### src/rtl/max_unpool_stream.sv
// Streaming max-unpool: expands each pooled value into an N-slot window behind a 2-entry skid FIFO.
// Define UNPOOL_FILL_NEAREST_EN to replicate the value into every slot instead (nearest-neighbour).
module max_unpool_stream #(
    parameter int unsigned N           = 4,
    parameter int unsigned DATA_WIDTH  = 13,
    parameter int unsigned ROW_WINDOWS = 16,
    localparam int unsigned INDEX_WIDTH = $clog2(N)
) (
    input  logic                    clk,
    input  logic                    rst,
    input  logic                    in_valid,
    output logic                    in_ready,
    input  logic [DATA_WIDTH-1:0]   in_data,
    input  logic [INDEX_WIDTH-1:0]  in_index,
    output logic                    out_valid,
    input  logic                    out_ready,
    output logic [DATA_WIDTH*N-1:0] out_data,
    output logic                    out_last,
    output logic                    idx_err
);

    localparam int unsigned CNT_WIDTH = (ROW_WINDOWS > 1) ? $clog2(ROW_WINDOWS) : 1;
    localparam logic [CNT_WIDTH-1:0] LAST_CNT = CNT_WIDTH'(ROW_WINDOWS - 1);

    typedef enum logic [1:0] {StEmpty, StOne, StFull} occ_e;

    occ_e                  occ_q, occ_d;
    logic                  in_ready_q;
    logic                  rd_ptr_q, wr_ptr_q;
    logic [DATA_WIDTH-1:0] data_q [2];
    logic [CNT_WIDTH-1:0]  cnt_q;
    logic                  push, pop, row_end;
    logic [DATA_WIDTH-1:0] head_data;

    assign push      = in_valid && in_ready_q;
    assign pop       = out_valid && out_ready;
    assign in_ready  = in_ready_q;
    assign out_valid = (occ_q != StEmpty);
    assign row_end   = (cnt_q == LAST_CNT);
    assign out_last  = row_end && out_valid;
    assign head_data = data_q[rd_ptr_q];

    always_comb begin
        occ_d = occ_q;
        unique case (occ_q)
            StEmpty: if (push) occ_d = StOne;
            StOne: begin
                if (push && !pop)      occ_d = StFull;
                else if (pop && !push) occ_d = StEmpty;
            end
            StFull:  if (pop) occ_d = StOne;
            default: occ_d = StEmpty;
        endcase
    end

    always_ff @(posedge clk) begin
        if (rst) begin
            occ_q      <= StEmpty;
            in_ready_q <= 1'b0;
            rd_ptr_q   <= 1'b0;
            wr_ptr_q   <= 1'b0;
            data_q     <= '{default: '0};
            cnt_q      <= '0;
        end else begin
            occ_q      <= occ_d;
            in_ready_q <= (occ_d != StFull);
            if (push) begin
                data_q[wr_ptr_q] <= in_data;
                wr_ptr_q         <= ~wr_ptr_q;
            end
            if (pop) begin
                rd_ptr_q <= ~rd_ptr_q;
                cnt_q    <= row_end ? '0 : cnt_q + 1'b1;
            end
        end
    end

`ifdef UNPOOL_FILL_NEAREST_EN
    logic unused_index;
    assign unused_index = ^in_index;
    assign idx_err      = 1'b0;

    for (genvar k = 0; k < N; k++) begin : g_slot
        assign out_data[DATA_WIDTH*(N-k)-1 -: DATA_WIDTH] = out_valid ? head_data : '0;
    end
`else
    localparam logic [INDEX_WIDTH:0] NUM_SLOTS = (INDEX_WIDTH+1)'(N);

    logic [INDEX_WIDTH-1:0] index_q [2];
    logic                   idx_err_q;
    logic [INDEX_WIDTH-1:0] head_index;

    assign head_index = index_q[rd_ptr_q];
    assign idx_err    = idx_err_q;

    always_ff @(posedge clk) begin
        if (rst) begin
            index_q   <= '{default: '0};
            idx_err_q <= 1'b0;
        end else if (push) begin
            index_q[wr_ptr_q] <= in_index;
            // Sticky: an out-of-range slot can only exist when N is not a power of two.
            if ({1'b0, in_index} >= NUM_SLOTS) idx_err_q <= 1'b1;
        end
    end

    for (genvar k = 0; k < N; k++) begin : g_slot
        localparam logic [INDEX_WIDTH-1:0] SLOT = INDEX_WIDTH'(k);
        assign out_data[DATA_WIDTH*(N-k)-1 -: DATA_WIDTH] =
            (out_valid && head_index == SLOT) ? head_data : '0;
    end
`endif

endmodule

### config.mk
export PLATFORM = sky130hd
export DESIGN_NAME = max_unpool_stream
export DESIGN_NICKNAME = d
export VERILOG_FILES = /design/src/rtl/max_unpool_stream.sv
export SDC_FILE = /design/constraint.sdc
export NUM_CORES = 1
export LEC_CHECK = 0
export CAP_MARGIN = 0
export CORE_MARGIN = 2
export CORE_UTILIZATION = 47
export CTS_CLUSTER_SIZE = 24
export DETAILED_ROUTE_END_ITERATION = 6
export PLACE_DENSITY = 0.94
export SLEW_MARGIN = 20
export SYNTH_ARGS = -nofsm -noshare
export SYNTH_HDL_FRONTEND = slang
export SYNTH_SLANG_ARGS = --single-unit
### constraint.sdc
create_clock -name clk -period 2.5 [get_ports clk]
set_input_delay 0.5 -clock clk [delete_from_list [all_inputs] [get_ports clk]]
set_output_delay 0.5 -clock clk [all_outputs]
set_load 0.01 [all_outputs]
**Yosys cells after proc, flatten, opt, wreduce, memory -nomap -nowiden**

Index checks and enable logic that the tools add are counted.

- Bits of input ports: 19
- Bits in registers: 39
- Word-level logic and storage cells: 61
- Output and inout bits: 56

- Eq/ne operators: 7
- Reduce and logical (&&, ||, !) cells: 15
- Add/subtract/negate cells: 1
- Mux-type cells: 22
- $lt $le $gt $ge: 3
- Bitwise logic cells: 4

Operator list:

| operator | number |
|---|---|
| $mux W13 | 8 |
| $bwmux W26 | 1 |
| $mux W2 | 8 |
| $demux W13 S1 | 1 |
| $logic_and A1 B1 Y1 | 10 |
| $eq A2 B2 Y1 const B | 3 |
| $pmux W2 S3 | 1 |
| $add A4 B1 Y4 const B | 1 |
| $bwmux W4 | 1 |
| $eq A2 B1 Y1 const B | 2 |
| $eq A4 B4 Y1 const B | 1 |
| $ge A2 B2 Y1 const B | 2 |
| $logic_not A2 Y1 | 2 |
| $mux W4 | 1 |
| $not A1 Y2 | 2 |
| $demux W2 S1 | 1 |
| $logic_not A1 Y1 | 2 |
| $lt A2 B1 Y1 const B | 1 |
| $ne A2 B2 Y1 const B | 1 |
| $not A1 Y1 | 2 |
| $reduce_bool A2 Y1 | 1 |

**Depth between registers and ports, before layout**

- Depth after elaboration: 7
- Mapped depth: 5
- Depth with buffers taken out: 4

**Least setup slack after synthesis**

No wires, ideal clock.

- Kind: register to output
- From: register rd_ptr_q
- To: output port out_data[41]
- Data required time: 2.000 ns
- Path buffers: 2
- Arrival: 1.186 ns
- Stages on the path, launching flop included: 6
- Path slack: 0.814 ns
- Cells stage by stage: dfxtp_1 -> buf_6 -> mux2i_4 -> nand3_2 -> buf_6 -> nor2_1

- Cells in the longest elaborated chain, start to end: 7
- Elaborated cells between the ends (all ways): 10
- Classes of those cells: mux (7); bitwise (1); reduce/logical (2)

Ends and longest elaborated chain:

| item | RTL line | RTL |
|---|---|---|
| from (decl) | 29 | `logic rd_ptr_q, wr_ptr_q;` |
| from (signal assigned) | 72 | `rd_ptr_q <= ~rd_ptr_q;` |
| $not A1 Y2 (implied by the code) * | 41, 93 |  |
| $mux W2 (implied by the code) (3 in a row) | 93 | `assign head_index = index_q[rd_ptr_q];` |
| $logic_not A2 Y1 | 110 | `(out_valid && head_index == SLOT) ? head_data : '0;` |
| $logic_and A1 B1 Y1 | 110 |  |
| $mux W13 * | 110 |  |
| to (decl) | 17 | `output logic [DATA_WIDTH*N-1:0] out_data,` |

Mark *: on every way between the ends. The rest lies on a longest branch, timed or not. The select of a mux whose other input is x is not followed.

**Worst setup path in the final report**

- From: register rd_ptr_q
- To: output port out_data[15]

- Cells in the longest elaborated chain, start to end: 7
- Elaborated cells between the ends (all ways): 10
- Classes of those cells: eq/ne (1); mux (7); bitwise (1); reduce/logical (1)

Ends and longest elaborated chain:

| item | RTL line |
|---|---|
| $not A1 Y2 (implied by the code) * | 41, 93 |
| $mux W2 (implied by the code) (3 in a row) | 93 |
| $eq A2 B2 Y1 | 110 |
| $logic_and A1 B1 Y1 | 110 |
| $mux W13 * | 110 |

Marks and branches as above.

==> flow_metrics.env <==
export IMPL_leakage_nw=1.027
export IMPL_cts_buffer_depth=2
export IMPL_min_from="data_q[3]"
export IMPL_drv_slew=0
export IMPL_critical_path_arrival_ps=1950
export IMPL_port_buffers=73
export IMPL_yosysSeqAreaShare=0.3912
export IMPL_gp_congestion=0.8166
export IMPL_grt_ovfl_total=0
export IMPL_crit_required_ps=2000
export IMPL_grt_pass1_wl_mm=8.542
export IMPL_vias=1970
export IMPL_clock_skew_ps=12.20
export IMPL_synth_flop_cell="dfxtp_1"
export IMPL_synthArstFlopShare=0
export IMPL_num_rows=23
export IMPL_max_freq_mhz=408.9
export IMPL_irDropWorstVdd_mv=0.2951
export IMPL_final_nets=347
export IMPL_pwr_density_cell_nw_per_um2=504.6
export IMPL_die_area_sq_um=4783
export IMPL_floorplan_initialDensity=0.4918
export IMPL_yosysWarnings=0
export IMPL_finalCritPeriodShare=0.9783
export IMPL_startpoint_type="flop"
export IMPL_hold_viol=0
export IMPL_drive_gt1_frac=0.1067
export IMPL_syn_area_per_cell_sq_um=7.735
export IMPL_ant_nets=0
export IMPL_place_area_sq_um=2708
export IMPL_area_growth_syn_to_layout_pct=45.02
export IMPL_drt_wl_total_mm=5.284
export IMPL_netlist_instances=258
export IMPL_synth_edf_count=0
export IMPL_synthTopCellsByArea="dfxtp_1 (39%), nand2_1 (12%), nor2_1 (9.2%)"
export IMPL_yosys_area_top_type_share=0.3912
export IMPL_fin_ws_ps=54.19
export IMPL_clk_latency_ps=300
export IMPL_synthesis_area_sq_um=1996
export IMPL_critPathCaptureType="primary output"
export IMPL_grt_pass1_vias=1810
export IMPL_htree_levels=2
export IMPL_hp_class="flop to flop"
export IMPL_status="completed"
export IMPL_power_mw=1.460
export IMPL_grt_max_degree=41
export IMPL_cts_buffers=5
export IMPL_synth_distinct_cells=33
export IMPL_crit_type="flop to primary output"
export IMPL_rsz0062_at_grt="true"
export IMPL_fin_crit_ps=2446
export IMPL_r2r_start="in_ready"
export IMPL_antenna_cells=0
export IMPL_finalInstanceArea_sq_um=2894
export IMPL_drt_initial_drc_count=130
export IMPL_slew_headroom=0.5783
export IMPL_wl_per_cell_um=13.98
export IMPL_synth_largest_area_cell="dfxtp_1"
export IMPL_multi_input_area_sq_um=1114
export IMPL_maxCapViolCount=0
export IMPL_drc=0
export IMPL_tightest_slew_ps=630.8
export IMPL_clk_pin_slew_ps=80
export IMPL_die_y_um=69.16
export IMPL_setup_viol=0
export IMPL_final_seq_area_sq_um=784.5
export IMPL_antenna_found_initial=0
export IMPL_cts_num_sinks=39
export IMPL_ys_ff_latch=39
export IMPL_cts_tree="built"
export IMPL_path_max_fanout=13
export IMPL_detail_route_first_pass_iterations=4
export IMPL_die_w_um=69.16
export IMPL_cts_root_buf="clkbuf_8"
export IMPL_synth_nets=278
export IMPL_ios=75
export IMPL_core_sq_um=4058
export IMPL_final_cell_mix="nand2_1 (66), clkdlybuf4s50_1 (66), nor2_1 (49)"
export IMPL_grt_util_all_layers=0.2191
export IMPL_dp_slack_ps=97.86
export IMPL_hpwl_mm=3.730
export IMPL_viasPerCell=5.212
export IMPL_crit_start="rd_ptr_q"
export IMPL_fill_cells=305
worst max-delay path, stage by stage, from the launching register on:
cell	delay, ps
dfxtp_4	420
buf_6	160
mux2_4	200
nand3_4	150
nor2_1	160
clkdlybuf4s50_1	550
power by group:
part | total (mW) | switching (mW) | internal (mW)
clock network | 0.616 | 0.218 | 0.399
registers | 0.665 | 0.0213 | 0.644
logic | 0.179 | 0.0968 | 0.0822
layer usage:
metal / global-route usage / vias to the layer above / part of all wire
met2: 0.3803 / 94 / 0.50
met4: 0.07843 / 0 / 0.020
met3: 0.07310 / 12 / 0.087
met1: 0.2493 / 889 / 0.39
li1: - / 975 / -
met5: 0 / - / 0
registers in the layout, indices dropped and copies added (netlist names):
signal	cells
wr_ptr_q	1
occ_q	2
rd_ptr_q	1
data_q	26
index_q	4
in_ready	1
cnt_q	4
area by class of cell:
class / count / area share
flip-flops and latches: 39 / 0.2711
clock buffers: 6 / 0.02508
multi-input cells: 201 / 0.3848
well taps: 50 / 0.02162
repair buffers: 80 / 0.2767
clock inverters: 2 / 0.02075
kinds of logic after synthesis:
| logic type | synth area share |
|---|---|
| flops | 0.3912 |
| other cells | 0.001879 |
| simple gates | 0.3154 |
| fa+ha+maj | 0.006269 |
| xor+xnor | 0.01317 |
| buf+inv | 0.06332 |
| mux | 0.1028 |
| compound gates | 0.1060 |
path summary, 6_finish.rpt:
kind	depth (start not counted)	end	slack (ps)
hold / removal	2	data_q[3]	460
setup reg to reg	3	index_q[1]	1100
hold reg to reg	2	data_q[3]	460
setup / recovery	5	out_data[15]	50
Yosys cell counts, types with 2 or more instances:
cell type / count
buf_4: 4
clkbuf_1: 4
mux2i_4: 2
nor2_1: 49
dfxtp_1: 39
a21oi_1: 34
nand3_4: 3
xor2_1: 2
nand3_1: 4
mux2_4: 2
buf_2: 5
buf_6: 5
nor2_2: 6
nand2b_1: 3
nand2_1: 66
mux2i_1: 13
stage by stage:
step | setup TNS (ps) | hold slack [ps] | util | cells
after floorplan | 0 | 435.7 | - | 258
after global placement | 0 | 441.5 | 0.6673 | 369
after detailed placement | 0 | 447.5 | 0.6673 | 369
after CTS | 0 | 457.0 | 0.7031 | 377
after global routing | -245.2 | 469.9 | 0.7132 | 378
final | 0 | 455.5 | 0.7132 | 378
repair_timing:
item	CTS	global route
setup buffers	0	1
endpoints found under the setup margin	53	40
hold buffers	0	0
hold endpoints to repair	0	0
pin swaps	0	1
resized for setup	5	11
(Power assumes the default switching activity.)
